**src/rtl/stream_template_classifier.sv**
```systemverilog
// stream_template_classifier: scores each streamed binary image against ternary templates and emits the winning class (optional res_score output via TMPL_SCORE_OUT_EN)
module stream_template_classifier #(
   parameter int IMG_W         = 7,
   parameter int IMG_H         = 7,
   parameter int N_TMPL        = 8,
   parameter int CLASS_W       = 4,
   parameter int DEFAULT_CLASS = 1,
   localparam int SW           = $clog2(IMG_W*IMG_H+1)+1,
   localparam int IW           = $clog2(N_TMPL),
   localparam int RW           = $clog2(IMG_H)
) (
   input  logic               clk,
   input  logic               reset,
   input  logic               pix_valid,
   output logic               pix_ready,
   input  logic [IMG_W-1:0]   pix_row,
   input  logic               tmpl_we,
   input  logic [IW-1:0]      tmpl_idx,
   input  logic [RW-1:0]      tmpl_rsel,
   input  logic [IMG_W-1:0]   tmpl_pos,
   input  logic [IMG_W-1:0]   tmpl_neg,
   input  logic               thr_we,
   input  logic [SW-1:0]      thr_val,
   input  logic [CLASS_W-1:0] thr_cls,
   output logic               res_valid,
   input  logic               res_ready,
   output logic [CLASS_W-1:0] res_class,
   output logic               res_hit
`ifdef TMPL_SCORE_OUT_EN
   ,
   output logic [SW-1:0]      res_score
`endif
);

   typedef enum logic [1:0] {LOAD, EVAL, HOLD} state_e;

   state_e                    state_q, state_d;
   logic [RW-1:0]             row_cnt_q, row_cnt_d;
   logic [IMG_W-1:0]          pos_q [N_TMPL][IMG_H];
   logic [IMG_W-1:0]          neg_q [N_TMPL][IMG_H];
   logic signed [SW-1:0]      thr_q [N_TMPL];
   logic [CLASS_W-1:0]        cls_q [N_TMPL];
   logic signed [SW-1:0]      score_q [N_TMPL];
   logic signed [SW-1:0]      score_d [N_TMPL];
   logic [CLASS_W-1:0]        res_class_q, win_cls;
   logic                      res_hit_q, any_hit;
   logic                      accept, cfg_ok, tmpl_ok, thr_ok;
`ifdef TMPL_SCORE_OUT_EN
   logic signed [SW-1:0]      res_score_q, win_score, max_score;
`endif

   function automatic logic signed [SW-1:0] popcnt(input logic [IMG_W-1:0] v);
      logic signed [SW-1:0] n;
      n = '0;
      for (int i = 0; i < IMG_W; i++) n = n + SW'(v[i]);
      return n;
   endfunction

   assign accept  = pix_valid && pix_ready;
   assign cfg_ok  = (state_q == LOAD) && (row_cnt_q == '0) && !accept;
   assign tmpl_ok = cfg_ok && tmpl_we && ({1'b0, tmpl_idx} < (IW+1)'(N_TMPL)) && ({1'b0, tmpl_rsel} < (RW+1)'(IMG_H));
   assign thr_ok  = cfg_ok && thr_we && ({1'b0, tmpl_idx} < (IW+1)'(N_TMPL));

   // FSM next state, row counter and handshake outputs
   always_comb begin
      state_d   = state_q;
      row_cnt_d = row_cnt_q;
      pix_ready = (state_q == LOAD);
      res_valid = (state_q == HOLD);
      if (accept) begin
         row_cnt_d = (row_cnt_q == RW'(IMG_H-1)) ? '0 : row_cnt_q + 1'b1;
         state_d   = (row_cnt_q == RW'(IMG_H-1)) ? EVAL : LOAD;
      end
      if (state_q == EVAL) state_d = HOLD;
      if (state_q == HOLD && res_ready) state_d = LOAD;
   end

   // per-template score accumulation; a pixel in both masks cancels to zero
   always_comb begin
      for (int t = 0; t < N_TMPL; t++)
         score_d[t] = (state_q == EVAL) ? '0 :
                      accept ? score_q[t] + popcnt(pix_row & pos_q[t][row_cnt_q]) - popcnt(pix_row & neg_q[t][row_cnt_q]) :
                      score_q[t];
   end

   // threshold compare and lowest-index priority pick (scanned high to low so lowest wins)
   always_comb begin
      win_cls = CLASS_W'(DEFAULT_CLASS);
      any_hit = 1'b0;
`ifdef TMPL_SCORE_OUT_EN
      win_score = '0;
      max_score = score_q[0];
`endif
      for (int t = N_TMPL-1; t >= 0; t--) begin
         if (score_q[t] >= thr_q[t]) begin
            win_cls = cls_q[t];
            any_hit = 1'b1;
`ifdef TMPL_SCORE_OUT_EN
            win_score = score_q[t];
`endif
         end
`ifdef TMPL_SCORE_OUT_EN
         if (score_q[t] > max_score) max_score = score_q[t];
`endif
      end
   end

   // state, scores, template store and registered result
   always_ff @(posedge clk) begin
      if (reset) begin
         state_q     <= LOAD;
         row_cnt_q   <= '0;
         res_class_q <= '0;
         res_hit_q   <= 1'b0;
`ifdef TMPL_SCORE_OUT_EN
         res_score_q <= '0;
`endif
         for (int t = 0; t < N_TMPL; t++) begin
            score_q[t] <= '0;
            thr_q[t]   <= {1'b0, {(SW-1){1'b1}}};
            cls_q[t]   <= '0;
            for (int r = 0; r < IMG_H; r++) begin
               pos_q[t][r] <= '0;
               neg_q[t][r] <= '0;
            end
         end
      end else begin
         state_q   <= state_d;
         row_cnt_q <= row_cnt_d;
         for (int t = 0; t < N_TMPL; t++) score_q[t] <= score_d[t];
         if (tmpl_ok) begin
            pos_q[tmpl_idx][tmpl_rsel] <= tmpl_pos;
            neg_q[tmpl_idx][tmpl_rsel] <= tmpl_neg;
         end
         if (thr_ok) begin
            thr_q[tmpl_idx] <= thr_val;
            cls_q[tmpl_idx] <= thr_cls;
         end
         if (state_q == EVAL) begin
            res_class_q <= win_cls;
            res_hit_q   <= any_hit;
`ifdef TMPL_SCORE_OUT_EN
            res_score_q <= any_hit ? win_score : max_score;
`endif
         end
      end
   end

   assign res_class = res_class_q;
   assign res_hit   = res_hit_q;
`ifdef TMPL_SCORE_OUT_EN
   assign res_score = res_score_q;
`endif

endmodule
```
**config.mk**
```make
export PLATFORM = sky130hd
export DESIGN_NAME = stream_template_classifier
export DESIGN_NICKNAME = d
export VERILOG_FILES = /design/src/rtl/stream_template_classifier.sv
export SDC_FILE = /design/constraint.sdc
export NUM_CORES = 2
export LEC_CHECK = 0
export BUFFER_PORTS_ARGS = -buffer_cell sky130_fd_sc_hd__buf_2
export CAP_MARGIN = 20
export CORE_MARGIN = 2
export CORE_UTILIZATION = 45
export DETAILED_ROUTE_END_ITERATION = 16
export SYNTH_ARGS = -nofsm -noshare
export SYNTH_HDL_FRONTEND = slang
export SYNTH_SLANG_ARGS = --single-unit
```
**constraint.sdc**
```tcl
create_clock -name clk -period 14.77 [get_ports clk]
set_clock_uncertainty 0.15 [all_clocks]
set_input_delay 4.431 -clock clk [delete_from_list [all_inputs] [get_ports clk]]
set_output_delay 4.431 -clock clk [all_outputs]
set_load 0.01 [all_outputs]
```
After elaboration in Yosys (flattened, before gate mapping)
Memory sizes are Yosys's and may differ from the RTL's. Cells that the tools add are included.

Register bits after elaboration: 10. Bits in writable memories: 928. Input bits: 44. Output and inout port bits: 7. Logic and storage cells: 297. Memories kept: 5.

Add/sub/neg operators: 113. Magnitude comparators: 12. Eq/ne operators: 3. Muxes and demuxes: 115. Bitwise logic cells: 26. Reduce and logical (&&, ||, !) cells: 18.

Memories: neg_q (depth 8, width 49, read ports 8, clocked after memory_dff 0, write ports 8, RTL line 40) `logic [IMG_W-1:0] neg_q [N_TMPL][IMG_H];`; pos_q (depth 8, width 49, read ports 8, clocked after memory_dff 0, write ports 8, RTL line 39) `logic [IMG_W-1:0] pos_q [N_TMPL][IMG_H];`; score_q (depth 8, width 7, read ports 8, clocked after memory_dff 0, write ports 8, RTL line 43) `logic signed [SW-1:0] score_q [N_TMPL];`; thr_q (depth 8, width 7, read ports 8, clocked after memory_dff 0, write ports 8, RTL line 41) `logic signed [SW-1:0] thr_q [N_TMPL];`; cls_q (depth 8, width 4, read ports 8, clocked after memory_dff 0, write ports 8, RTL line 42) `logic [CLASS_W-1:0] cls_q [N_TMPL];`.

Operators with widths (number): 7-bit 2-to-1 mux (58); 7-bit binary-select mux with 3-bit select (16); 49-bit 2-to-1 mux (5); 6-bit by 1-bit adder with 7-bit output (16); 7-bit AND (16); 49-bit OR reduction (2); 5-bit by 1-bit adder with 6-bit output (16); 4-bit by 1-bit adder with 5-bit output (16); 3-bit by 1-bit adder with 4-bit output (16); 7-bit adder (8); 7-bit greater-or-equal comparator (8); 7-bit subtractor (8); 2-bit by 1-bit adder with 3-bit output (16); 4-bit 2-to-1 mux (9); 1-bit by 1-bit adder with 2-bit output (16); 7-bit demux with 3-bit select (1); 1-bit 2-to-1 mux (19); 3-bit 2-to-1 mux (5); 4-bit greater-or-equal comparator (second input constant) (2); 1-bit logical AND (8); 3-bit inverter with 4-bit output (2); 1-bit OR (8); 7-bit OR reduction (1); 4-bit by 1-bit < comparator with 1-bit output (second input constant) (1); 13 further kinds (14).

Longest topological paths before layout
Word-level depth: 16. Gate-level depth with buffers: 25. Gate-level depth less buffers: 22.

Least setup slack after synthesis
OpenSTA, ideal clock, no wires.

Path type: in2reg. Start: input pix_row[0]. End: memory score_q[0][20] (netlist bit). Setup time: 0.070 ns. Data arrival time: 8.887 ns. Data required time: 14.550 ns. Setup slack: 5.663 ns. Stages on the path: 19. Path buffers: 2. Cells stage by stage: buf_1 clkbuf_1 o211ai_1 fa_1 inv_1 fa_1 inv_1 fa_1 inv_1 fa_1 inv_1 ha_1 fa_1 a21o_1 a21oi_1 nand3_1 xnor2_1 or3_1 a21oi_1.

RTL lines: start: declaration (RTL line 16) `input logic [IMG_W-1:0] pix_row,`; end: declaration (RTL line 43).

==> results.md <==
- Worst skew pair latency: 680 ps
- Final wirelength: 121700 um
- Synth cell types: 66
- Core area: 105300 sq um
- Setup ws final: 5927 ps
- Die Span Y: 329.8 um
- Avg Inst Size Synth: 12.96 sq um
- Worst-path maximum fanout: 16
- Fin crit share: 0.5987
- Row count: 119
- Synthesized net count: 3940
- Routed vias: 28013
- Final Slew Violations: 0
- P&R area growth vs syn: 9.865%
- Leading area contributor after synthesis: edfxtp_1
- Initial antenna violation count: 11
- Die area: 108800 sq um
- Setup crit start kind: primary input
- Number of hold violations in the final report: 0
- CTS buffer count: 103
- Crit Path Class: in2reg
- Vias in the first global route: 27900
- Static Leak: 20.26 nW
- Hold_buf cts: 0
- Synthesized netlist cell count: 3688
- Cell Area, Synth: 47780 sq um
- Gr ovfl total: 0
- Peak supply drop: 92.18 uV
- DRC errors left: 0
- Ys Warns: 0
- Overall Global Routing Usage: 0.2266
- Share of layout cells above drive strength 1: 0.1301
- Port bufs: 50
- Area share of the largest cell type after synthesis: 0.5481
- Cts repair resizes: 0
- GP Congestion: 0.8089
- Final HPWL DP: 70270 um
- CP Data Required Time: 15220 ps
- Async SR Flop Fraction: 0
- Crit end category: flip-flop
- Initial core utilization: 0.4539
- First-pass DRT Iterations: 5
- Via density: 5.488
- Die span in x: 329.8 um
- Synth cell count leaders: 872 x edfxtp_1, 826 x and2_1, 232 x inv_1
- Actual slew at the worst max-slew pin: 1175 ps
- Worst slack at placement: 5247 ps
- Status: complete, no violations
- Root buffer cell: clkbuf_16
- Routed WL per cell: 23.85 um
- Clock Tree Buf Depth: 3
- Pwr dens: 143.0 nW/um^2
- Post-CTS setup buffer count: 0
- WP data arrival: 9290 ps
- Reg clk slew, reported paths: 60 ps
- Final-stage net count: 3873
- Clk sinks: 938
- Initial DRC count: 2478
- Pin count of the biggest net entering global routing: 191
- Slew headroom: 0.2164
- Hold slack: 308.7 ps
- Number of I/O pins: 51
- Largest cells by area after synthesis: edfxtp_1 55%, and2_1 11%, mux4_2 5.3%
- Fmax: 113.1 MHz
- Number of flops mapped to enable cells by yosys: 872
- Tmin final: 8843 ps
- First-pass GRT wire length: 183100 um
- Flops & latches, synth: 938
- Post-route ant nets: 0
- Min-Delay Path Class: reg2reg
- Count leader, synth: edfxtp_1
- RSZ-0062 raised after global routing: no
- CTS tree: done
- Top FF cell, synth: edfxtp_1
- FILL cells: 8970
- Sequential fraction of the synthesis area: 0.5757
- CTS H-tree lvls: 3
- Final setup vio count: 0
- Setup TNS: 0 ps
- Max cap viols: 0
cells by family after synthesis:
| logic type | Yosys count | synth area share |
|---|---|---|
| and+or+nand+nor | 1350 | 0.1653 |
| adders and majority gates | 208 | 0.06830 |
| buffers and inverters | 519 | 0.04276 |
| DFF | 938 | 0.5757 |
| muxes | 227 | 0.07689 |
| xor gates and xnor gates | 53 | 0.009715 |
| AOI/OAI and AO/OA | 393 | 0.06128 |
layout make-up:
class                      count  area, sq um  area share
sequential                   938        27520      0.5242
antenna                        7        17.52   0.0003337
inverter                     232        870.8     0.01659
clock buffer                 135         2813     0.05358
multi-input combinational   2231        18240      0.3475
clock inverter                55        526.8     0.01004
timing repair buffer         115        763.2     0.01454
tap                         1391         1740     0.03316
report_power, final:
part           internal (mW)  switching (mW)  leakage (nW)
combinational          0.809            1.02          9.15
clock                   1.51            1.07          1.63
sequential              3.02          0.0764          9.48
total                   5.34            2.16          20.3
cell usage in the layout (no fill, tap or decap), types with 62 or more instances in the layout:
cell	count
or3_1	62
nor2_1	69
a21oi_1	74
inv_1	232
fa_1	88
buf_4	63
mux4_2	112
o211a_1	69
edfxtp_1	872
o211ai_1	156
mux2i_1	115
dfxtp_1	63
nand2_1	209
ha_1	120
and2_1	825
or2_2	66
clkbuf_16	107
worst paths after layout:
path / cells after the start / slack [ps] / startpoint / end
worst min register to register: 2 / 310 / score_q[1][21]$_SDFFE_PP0P_ / score_q[1][21]$_SDFFE_PP0P_
worst max-delay path: 17 / 5930 / pix_row[5] / score_q[0][27]$_SDFFE_PP0P_
worst max register to register: 20 / 7360 / row_cnt_q[0]$_SDFFE_PP0P_ / score_q[1][20]$_SDFFE_PP0P_
worst min-delay path: 2 / 310 / score_q[1][21]$_SDFFE_PP0P_ / score_q[1][21]$_SDFFE_PP0P_
per-layer routing:
metal | global-route usage | vias to the layer above | share of wire
li1 | - | 12872 | -
met1 | 0.3332 | 14226 | 0.46
met2 | 0.3575 | 758 | 0.46
met3 | 0.02991 | 157 | 0.058
met4 | 0.05623 | 0 | 0.019
met5 | 0 | - | 0
sequential cells by signal, indices dropped and copies added (netlist names):
name / flops
neg_q: 392
pos_q: 392
score_q: 56
thr_q: 56
cls_q: 32
res_class: 4
row_cnt_q: 3
state_q: 2
res_hit: 1
metrics by stage:
stage	utilization	total power, mW	cell area [sq um]	cells
after floorplan	-	4.566	47780	3688
after global placement	0.4667	4.954	49130	4906
after detailed placement	0.4667	4.987	49130	4906
after CTS	0.4984	7.563	52470	5096
after global routing	0.4985	7.931	52470	5097
final	0.4987	7.507	52490	5104
worst max-delay path, cell delays in order:
cell and delay, ps:
buf_2 570, o211ai_1 230, fa_1 560, inv_1 50, fa_1 480, fa_1 550
inv_1 50, fa_1 470, inv_1 40, ha_1 200, fa_1 470, a21o_1 200
a21oi_1 220, nand3_1 130, xnor2_1 150, or3_1 310, a21oi_1 140
No activity file was read; power rests on OpenSTA's default activity.
